`config.mk`:
```
export PLATFORM = sky130hd
export DESIGN_NAME = rat_reduce
export DESIGN_NICKNAME = d
export VERILOG_FILES = /design/src/rtl/rat_pkg.sv /design/src/rtl/rat_udiv.sv /design/src/rtl/rat_reduce.sv
export SDC_FILE = /design/constraint.sdc
export NUM_CORES = 1
export LEC_CHECK = 0
export ABC_AREA = 0
export CORE_AREA = 2 2 242 244
export DETAILED_ROUTE_END_ITERATION = 10
export DIE_AREA = 0 0 244 246
export GPL_TIMING_DRIVEN = 0
export MAX_ROUTING_LAYER = met4
export PLACE_DENSITY_LB_ADDON = 0.08
export SLEW_MARGIN = 0
export SYNTH_ARGS = -nofsm -noshare
export SYNTH_HDL_FRONTEND = slang
export SYNTH_HIERARCHICAL = 1
export SYNTH_SLANG_ARGS = --single-unit
```
`constraint.sdc`:
```
create_clock -name clk -period 5.2 [get_ports clk]
set_input_delay 1.04 -clock clk [delete_from_list [all_inputs] [get_ports clk]]
set_output_delay 1.04 -clock clk [all_outputs]
set_load 0.1 [all_outputs]
```
`src/rtl/rat_pkg.sv`:
```
// Shared definitions for the rational-arithmetic pipeline stages:
// default operand width and the reduce-stage state encoding.
package rat_pkg;

    localparam int RAT_WIDTH = 32;

    typedef enum logic [2:0] {
        ST_IDLE    = 3'd0,
        ST_NORM    = 3'd1,
        ST_GCD     = 3'd2,
        ST_DIV_NUM = 3'd3,
        ST_DIV_DEN = 3'd4,
        ST_DONE    = 3'd5
    } rat_state_t;

endpackage

```
`src/rtl/rat_udiv.sv`:
```
// Unsigned restoring divider: a one-cycle start pulse loads the operands,
// then WIDTH iterations follow; done pulses for one cycle with the quotient.
module rat_udiv #(
    parameter int WIDTH = 32
) (
    input  logic             clk,
    input  logic             rst,
    input  logic             start,
    input  logic [WIDTH-1:0] dividend,
    input  logic [WIDTH-1:0] divisor,
    output logic             done,
    output logic [WIDTH-1:0] quotient
);
    localparam int CW = $clog2(WIDTH + 1);

    logic [CW-1:0]    count;
    logic             busy;
    logic [WIDTH-1:0] rem;
    logic [WIDTH:0]   shifted;
    logic [WIDTH:0]   diff;

    // The remainder stays below the divisor, so bit WIDTH of diff is the borrow.
    assign shifted = {rem, quotient[WIDTH-1]};
    assign diff    = shifted - {1'b0, divisor};

    always_ff @(posedge clk) begin
        if (rst) begin
            count    <= '0;
            busy     <= 1'b0;
            rem      <= '0;
            quotient <= '0;
            done     <= 1'b0;
        end else begin
            done <= 1'b0;
            if (start) begin
                rem      <= '0;
                quotient <= dividend;
                count    <= CW'(WIDTH);
                busy     <= 1'b1;
            end else if (busy) begin
                if (!diff[WIDTH]) begin
                    rem      <= diff[WIDTH-1:0];
                    quotient <= {quotient[WIDTH-2:0], 1'b1};
                end else begin
                    rem      <= shifted[WIDTH-1:0];
                    quotient <= {quotient[WIDTH-2:0], 1'b0};
                end
                count <= count - CW'(1);
                if (count == CW'(1)) begin
                    busy <= 1'b0;
                    done <= 1'b1;
                end
            end
        end
    end

endmodule

```
`src/rtl/rat_reduce.sv`:
```
// Normalization stage: reduces a signed fraction to lowest terms with a
// positive denominator, using a binary GCD followed by two exact divisions.
module rat_reduce
    import rat_pkg::*;
#(
    parameter int WIDTH = RAT_WIDTH
) (
    input  logic             clk,
    input  logic             rst,
    input  logic             in_valid,
    output logic             in_ready,
    input  logic [WIDTH-1:0] in_num,
    input  logic [WIDTH-1:0] in_den,
    output logic             out_valid,
    input  logic             out_ready,
    output logic [WIDTH-1:0] out_num,
    output logic [WIDTH-1:0] out_den,
    output logic             err
);
    localparam int               KW      = (WIDTH > 2) ? $clog2(WIDTH) : 1;
    localparam logic [WIDTH-1:0] MIN_VAL = {1'b1, {(WIDTH-1){1'b0}}};
    localparam logic [WIDTH-1:0] ONE     = {{(WIDTH-1){1'b0}}, 1'b1};

    rat_state_t       state;
    logic [WIDTH-1:0] num_q, den_q;
    logic [WIDTH-1:0] mag_a, mag_b;
    logic [WIDTH-1:0] ga, gb, g;
    logic [WIDTH-1:0] q_num;
    logic [KW-1:0]    k;
    logic             neg;
    logic             start_q;
    logic             div_done;
    logic [WIDTH-1:0] div_dividend;
    logic [WIDTH-1:0] div_quotient;
    logic [WIDTH-1:0] abs_num, abs_den;

    // Valid/ready: a transfer happens on a rising edge where both are 1;
    // out_* is held stable while out_valid=1 and out_ready=0.
    assign in_ready = (state == ST_IDLE) && !rst;

    assign abs_num      = num_q[WIDTH-1] ? -num_q : num_q;
    assign abs_den      = den_q[WIDTH-1] ? -den_q : den_q;
    assign div_dividend = (state == ST_DIV_DEN) ? mag_b : mag_a;

    rat_udiv #(.WIDTH(WIDTH)) u_div (
        .clk      (clk),
        .rst      (rst),
        .start    (start_q),
        .dividend (div_dividend),
        .divisor  (g),
        .done     (div_done),
        .quotient (div_quotient)
    );

    always_ff @(posedge clk) begin
        if (rst) begin
            state     <= ST_IDLE;
            num_q     <= '0;
            den_q     <= '0;
            mag_a     <= '0;
            mag_b     <= '0;
            ga        <= '0;
            gb        <= '0;
            g         <= '0;
            q_num     <= '0;
            k         <= '0;
            neg       <= 1'b0;
            start_q   <= 1'b0;
            out_valid <= 1'b0;
            out_num   <= '0;
            out_den   <= '0;
            err       <= 1'b0;
        end else begin
            start_q <= 1'b0;
            case (state)
                ST_IDLE: begin
                    if (in_valid && in_ready) begin
                        num_q <= in_num;
                        den_q <= in_den;
                        state <= ST_NORM;
                    end
                end
                ST_NORM: begin
                    if (den_q == '0 || den_q == MIN_VAL) begin
                        out_num   <= '0;
                        out_den   <= '0;
                        err       <= 1'b1;
                        out_valid <= 1'b1;
                        state     <= ST_DONE;
                    end else if (num_q == '0) begin
                        out_num   <= '0;
                        out_den   <= ONE;
                        err       <= 1'b0;
                        out_valid <= 1'b1;
                        state     <= ST_DONE;
                    end else begin
                        neg   <= num_q[WIDTH-1] ^ den_q[WIDTH-1];
                        mag_a <= abs_num;
                        mag_b <= abs_den;
                        ga    <= abs_num;
                        gb    <= abs_den;
                        k     <= '0;
                        state <= ST_GCD;
                    end
                end
                ST_GCD: begin
                    // Odd-odd steps subtract and halve together so each cycle
                    // drops at least one bit from the pair.
                    if (ga == gb) begin
                        g       <= ga << k;
                        start_q <= 1'b1;
                        state   <= ST_DIV_NUM;
                    end else if (!ga[0] && !gb[0]) begin
                        ga <= ga >> 1;
                        gb <= gb >> 1;
                        k  <= k + KW'(1);
                    end else if (!ga[0]) begin
                        ga <= ga >> 1;
                    end else if (!gb[0]) begin
                        gb <= gb >> 1;
                    end else if (ga > gb) begin
                        ga <= (ga - gb) >> 1;
                    end else begin
                        gb <= (gb - ga) >> 1;
                    end
                end
                ST_DIV_NUM: begin
                    if (div_done) begin
                        q_num   <= div_quotient;
                        start_q <= 1'b1;
                        state   <= ST_DIV_DEN;
                    end
                end
                ST_DIV_DEN: begin
                    if (div_done) begin
                        out_num   <= neg ? -q_num : q_num;
                        out_den   <= div_quotient;
                        err       <= 1'b0;
                        out_valid <= 1'b1;
                        state     <= ST_DONE;
                    end
                end
                ST_DONE: begin
                    if (out_ready) begin
                        out_valid <= 1'b0;
                        state     <= ST_IDLE;
                    end
                end
                default: state <= ST_IDLE;
            endcase
        end
    end

endmodule

```
; Word-level counts from Yosys, hierarchy flattened
; Cells that the tools add are included.
[op_classes]
addsub = 8
magnitude_cmp = 1
eq_ne = 22
shift = 1
mux = 63
bitwise_logic = 4
n_reduce_logical = 28
[op_table]
columns = op, count
row1 = 32-bit 2-to-1 mux, 27
row2 = 32-bit case mux with 2 select lines, 4
row3 = 32-bit negation, 3
row4 = 32-bit zero test, 2
row5 = 32-bit subtractor, 2
row6 = 33-bit by 32-bit subtractor with 33-bit output, 1
row7 = 32-bit equality test, 1
row8 = 32-bit equality test (second input constant), 1
row9 = 32-bit > comparator, 1
row10 = 32-bit by 5-bit left shift with 32-bit output, 1
row11 = 3-bit 2-to-1 mux, 7
row12 = 5-bit 2-to-1 mux, 4
row13 = 3-bit case mux with 6 select lines, 1
row14 = 5-bit AND reduction, 3
row15 = 1-bit 2-to-1 mux, 14
row16 = 6-bit 2-to-1 mux, 2
row17 = 2-bit inequality test (second input constant), 6
row18 = 4-bit inequality test (second input constant), 3
row19 = 6-bit AND reduction, 2
row20 = 5-bit case mux with 2 select lines, 1
row21 = 4-bit AND reduction, 2
row22 = 3-bit by 2-bit equality test with 1-bit output (second input constant), 2
row23 = 3-bit equality test (second input constant), 2
row24 = 6-bit by 1-bit equality test with 1-bit output (second input constant), 1
row25 = 19 further kinds, 34
[word_totals]
reg_bits = 404
in_bits = 68
output_inout_bits = 67
wordCells = 151

; Logic depth before layout (Yosys ltp)
[logic_depth]
depth_word = 7
ltp_mapped = 15
depth_no_buf = 13

; By module
; The synthesis kept the hierarchy.
[modules_own_cells]
columns = module, instances, cells_per_inst, area_per_inst_um2, seq_area_each_um2
row1 = rat_reduce, 1, 2656, 20021.7, 6646.4
row2 = rat_udiv, 1, 619, 4918.5, 1441.4

; Worst setup path after synthesis
; OpenSTA, ideal clock, no wires.
[synth_path]
path_kind = input to register
startpoint = input port rst
endpoint = register state[2]
setup_ns = 0.095
arrival_ns = 5.173
required_time_ns = 5.105
slack_ns = -0.068
stages = 7
path_buffers = 1
path_cell_list = clkbuf_1 nor4_1 nand2_1 a22oi_1 o22a_1 o211ai_1 a221oi_1
[synth_between]
elab_chain_len = 5
[synth_lines]
columns = element, line
row1 = start: declaration, rat_reduce.sv:9  ; input logic rst,
row2 = 1-bit zero test, rat_reduce.sv:39  ; assign in_ready = (state == ST_IDLE) && !rst;
row3 = 1-bit logical AND, rat_reduce.sv:39
row4 = named net in_ready, rat_reduce.sv:11  ; output logic in_ready,
row5 = 1-bit logical AND, rat_reduce.sv:77  ; if (in_valid && in_ready) begin
row6 = 2-bit by 1-bit inequality test with 1-bit output (no source line), -
row7 = 5-bit AND reduction (no source line), -
row8 = end signal: assignment, rat_reduce.sv:57  ; state <= ST_IDLE;
row9 = end signal: assignment, rat_reduce.sv:80  ; state <= ST_NORM;
row10 = end signal: assignment, rat_reduce.sv:89  ; state <= ST_DONE;
row11 = end: declaration, rat_reduce.sv:24  ; rat_state_t state;
; The timed path passes the listed nets, and every way through them passes these cells.
; A chain may end at the register's enable or synchronous reset.

; Worst setup path in the final report
[layout_path]
startpoint = register ga[19]
endpoint = register gb[3]
[layout_between]
elab_chain_len = 3
word_cells_on_any_way = 5
cone_classes = 1 x order compare / 3 x eq/ne / 1 x reduce/logical
[layout_lines]
columns = element, line
row1 = start: declaration, rat_reduce.sv:27  ; logic [WIDTH-1:0] ga, gb, g;
row2 = start signal: assignment, rat_reduce.sv:100  ; ga <= abs_num;
row3 = start signal: assignment, rat_reduce.sv:114  ; ga <= ga >> 1;
row4 = start signal: assignment, rat_reduce.sv:118  ; ga <= ga >> 1;
row5 = 32-bit > comparator or 32-bit equality test (tied branches), "rat_reduce.sv:121, rat_reduce.sv:109"
row6 = 4-bit inequality test (no source line) or 2-bit inequality test (tied branches), -
row7 = 6-bit AND reduction (no source line) (*), -
row8 = end signal: assignment, rat_reduce.sv:115  ; gb <= gb >> 1;
row9 = end signal: assignment, rat_reduce.sv:120  ; gb <= gb >> 1;
row10 = end signal: assignment, rat_reduce.sv:124  ; gb <= (gb - ga) >> 1;
row11 = end: declaration, rat_reduce.sv:27
; Every way passes the cells marked *; elsewhere a longest branch is shown, timed or not.

==> results by group <==
Status
  – Status: completed

Drt
  – First DRT Iteration DRCs: around 2.1k
  – Vias: between 20k and 25k
  – Wire per inst: about 22 microns
  – Detailed Route WL: 95.9 mm
  – DR DRC count: 0
  – Avg Vias per Cell: just under 6
  – TritonRoute pass-1 iters: 7
  – Post-detailed-route count of antenna-violating nets: 0

Critical path
  – Max FO, Critical Path: 10
  – Critical Path AT: between 5 and 6 ns
  – Slowest CP cell: nor4_1
  – CP Capture Type: register
  – Most used cell, CP: nand4_1
  – Critical Path RT: between 5 and 6 ns
  – Slowest cell delay on critical path: ~0.84 ns
  – CP Cell Sequence: inv_1 -> ha_1 -> clkbuf_1 -> nand4_1 -> nor4_1 -> nand4_1 -> a21oi_4 -> a21oi_2 -> and2_1 -> clkbuf_2 -> buf_2 -> o211ai_1 -> a21oi_1
  – Reg2reg path depth: 13
  – Reg2Reg Setup Slack: 0.40 ns
  – FF-to-FF Start: ga[19]
  – Crit. Startpoint: ga[19]
  – Startpoint types: register
  – Top delay family on crit path: simple AND/OR/NAND/NOR gates
  – Buf+Inv Stages, Crit Path: 4
  – Worst flop-to-flop path endpoint: gb[3]
  – CP Class: reg -> reg

STA
  – Min Hold Slack: around 0.45 ns
  – Setup_tns: 0 ns
  – FMAX: roughly 0.21 GHz
  – Final Max Slew Viols: 0
  – Final Hold Vio Count: 0
  – Worst Clk Skew: approximately 0.034 ns
  – Unrepaired setup endpoints after global routing: false
  – Period utilisation layout: slightly above 90%
  – Final Setup Violations: 0
  – Final worst setup slack: around 0.40 ns
  – Worst-Margin Slew: 1.09 ns
  – Slew HR: between 20% and 30%
  – Fin crit period: slightly below 5 ns

Power and ir drop
  – Combinational share of power: about 60%
  – Switching Fraction: around half
  – Leak: between 10 and 15 nW
  – Seq pwr share: around 22%
  – Switching pwr: around 9.4 mW
  – Int Pwr: between 9 and 10 mW
  – Clk pwr share: roughly 19%
  – Pwr/cell area: 650 nW/um^2
  – Worst VDD drop: approximately 0.00054 V
  – Pwr Total: roughly 19 mW

Global route
  – GRT Total Usage: 31.9%
  – Initial antenna violation count: 1
  – Largest net degree at the start of global routing: 14
  – Grt ovf: 0
  – Vias in the first global route: between 20k and 25k
  – First-pass GRT wire length: 143 mm

Final layout
  – Fillcell total: roughly 5.8k
  – Finished Cell Area: slightly below 30000 sq um
  – Area growth syn-to-layout: 16.1%
  – Fin cells: ~4.3k
  – NumNets Final: ~3.6k
  – Final core utilization: between 50% and 60%
  – Most common cell after layout, fill and taps aside: nand2_1
  – Commonest non-fill, non-tap cells in the layout: nand2_1 (547), dfxtp_1 (404), a21oi_1 (368), nor2_1 (298), clkbuf_1 (209)
  – Share of cells above drive strength 1: just under 5%

Floorplanning
  – # rows: 88
  – Die area: about 60000 sq um
  – Die W: 244 microns
  – Chip height: 246 microns
  – Starting Density: around 43%
  – Core box area: 57400 sq um
  – Ports: between 100 and 150

Clocking
  – CTS max path bufs: 3
  – Clk root buf: clkbuf_16
  – Clock-pin transition on the worst setup and hold timing paths: about 0.060 ns
  – Post-CTS Setup Bufs: 0
  – CTS sink count: a little over 400
  – CTS tree: done
  – CTS buffer count: 47
  – Number of gates resized after cts: 0
  – H-tree depth: 2
  – Clk Latency, worst-skew pair: between 0.6 and 0.7 ns
  – Hold_buf cts: 0

Place
  – Placed cell area: 27200 sq um
  – Post-placement cell count: 4173
  – DP Worst Slack: around 0.63 ns
  – Final Wtd Congestion: approximately 1
  – Hpwl dp: around 77 mm
  – IO Port Bufs: 133

Synth
  – Post-synth top area share: about a third
  – Post-Syn Area: between 20000 and 25000 sq um
  – Seq/Total Area, Yosys: 32.4%
  – Yosys reg bits: roughly 400
  – Synth Flop Type: dfxtp_1
  – Post-synth top area cell: dfxtp_1
  – Syn_area_per_cell: ~7.6 sq um
  – Post-synth ARST share: 0%
  – Synth warn: 6
  – Largest cells by area after synthesis: dfxtp_1 (32%), nand2_1 (8.2%), a21oi_1 (7.4%)
  – Synthesized instance count: approximately 3.3k
  – Post-synth net total: roughly 3.4k
  – Yosys cell types: 96
  – Number of synthesized flops with an enable pin: 0

Hold path
  – Worst hold path class: reg -> reg
  – Hold Path Sink: out_num[15]
  – HP Start: out_num[15]
  – Hold depth: 2

Job
  – Max cap viols: 0
==> cells in the mapped netlist, types with 8 or more instances <==
cell type,n
nor2b_1,11
clkbuf_1,202
nand2_1,547
nand4_1,19
a31oi_1,12
a21o_1,31
o22ai_1,14
or2_2,10
o21ai_0,127
dfxtp_1,404
o21ai_1,8
a221oi_1,43
a22oi_1,10
nor4_1,19
o31ai_1,44
o211ai_1,18
nand2b_1,22
buf_2,19
nand3_1,86
buf_1,11
nor2_1,298
xnor2_1,103
a211oi_1,80
o221ai_1,9
inv_1,135
nand3b_1,65
mux4_2,18
o21bai_1,11
a21oi_1,368
o41ai_1,12
mux2i_1,92
nor3_1,61
and2_1,11
or3_1,18
xor2_1,77
o21a_1,17
a211o_1,22
ha_1,102
==> power by group through the flow <==
stage               Clock (mW)  Combinational, mW  Sequential (mW)
global route              3.79               11.7             4.25
finish                    3.63               11.0             4.20
global placement             0               10.7             4.22
floorplan                    0               7.14             4.01
CTS                       3.67               10.7             4.18
detailed placement           0               10.7             4.24
==> area by class of cell <==
class / instances / area, sq um / area share (%)
clock buffer: 68 / 1410 / 4.86
antenna: 1 / 2.50 / 0.00865
clock inverter: 20 / 300 / 1.04
sequential: 404 / 8090 / 27.9
tap: 765 / 957 / 3.31
multi-input combinational: 2495 / 15400 / 53.1
inverter: 136 / 510 / 1.76
buffer: 240 / 967 / 3.34
timing repair buffer: 133 / 1330 / 4.60
==> cells by family after synthesis <==
group	count (synthesis)	synth area share (%)
xor gates and xnor gates	181	6.43
muxes	117	5.63
AOI/OAI and AO/OA	889	22.6
adders and majority gates	105	5.36
and+or+nand+nor	1203	21.7
buffers and inverters	376	5.92
DFF	404	32.4
==> layer usage <==
layer | vias to the layer above | track usage (%) | wire, microns | share of wire [%]
met5 | - | - | 0 | 0
li1 | 11873 | - | - | -
met4 | 0 | 14.9 | 4990 | 5.2
met1 | 11705 | 41.9 | 43200 | 45
met2 | 864 | 48.8 | 42100 | 44
met3 | 178 | 4.05 | 5600 | 5.8
==> worst register-to-register path, delay by kind of cell, from the launching register on <==
family / cells / cell delay (ns)
AND/OR/NAND/NOR: 4 / 2.05
AO/OA/AOI/OAI: 4 / 0.88
buffers and inverters: 4 / 0.87
flip-flops: 1 / 0.56
adder cells (fa/ha/maj): 1 / 0.29
==> state kept, by name, summed over array words and instances (netlist names), 3 cells and up <==
register	flops
mag_b	32
u_div/rem	32
den_q	32
num_q	32
gb	32
u_div/count	6
mag_a	32
g	32
state	3
q_num	32
ga	32
k	5
u_div/quotient	32
out_num	32
out_den	32
==> worst max path at each step <==
stage	cells after the start	slack, ns	endpoint
floorplan	7	1.25	den_q[0]
global placement	13	0.66	gb[12]
detailed placement	13	0.63	gb[13]
CTS	13	0.60	ga[8]
global route	13	0.31	ga[6]
finish	13	0.40	gb[3]
Power figures use the tool's default switching activity.
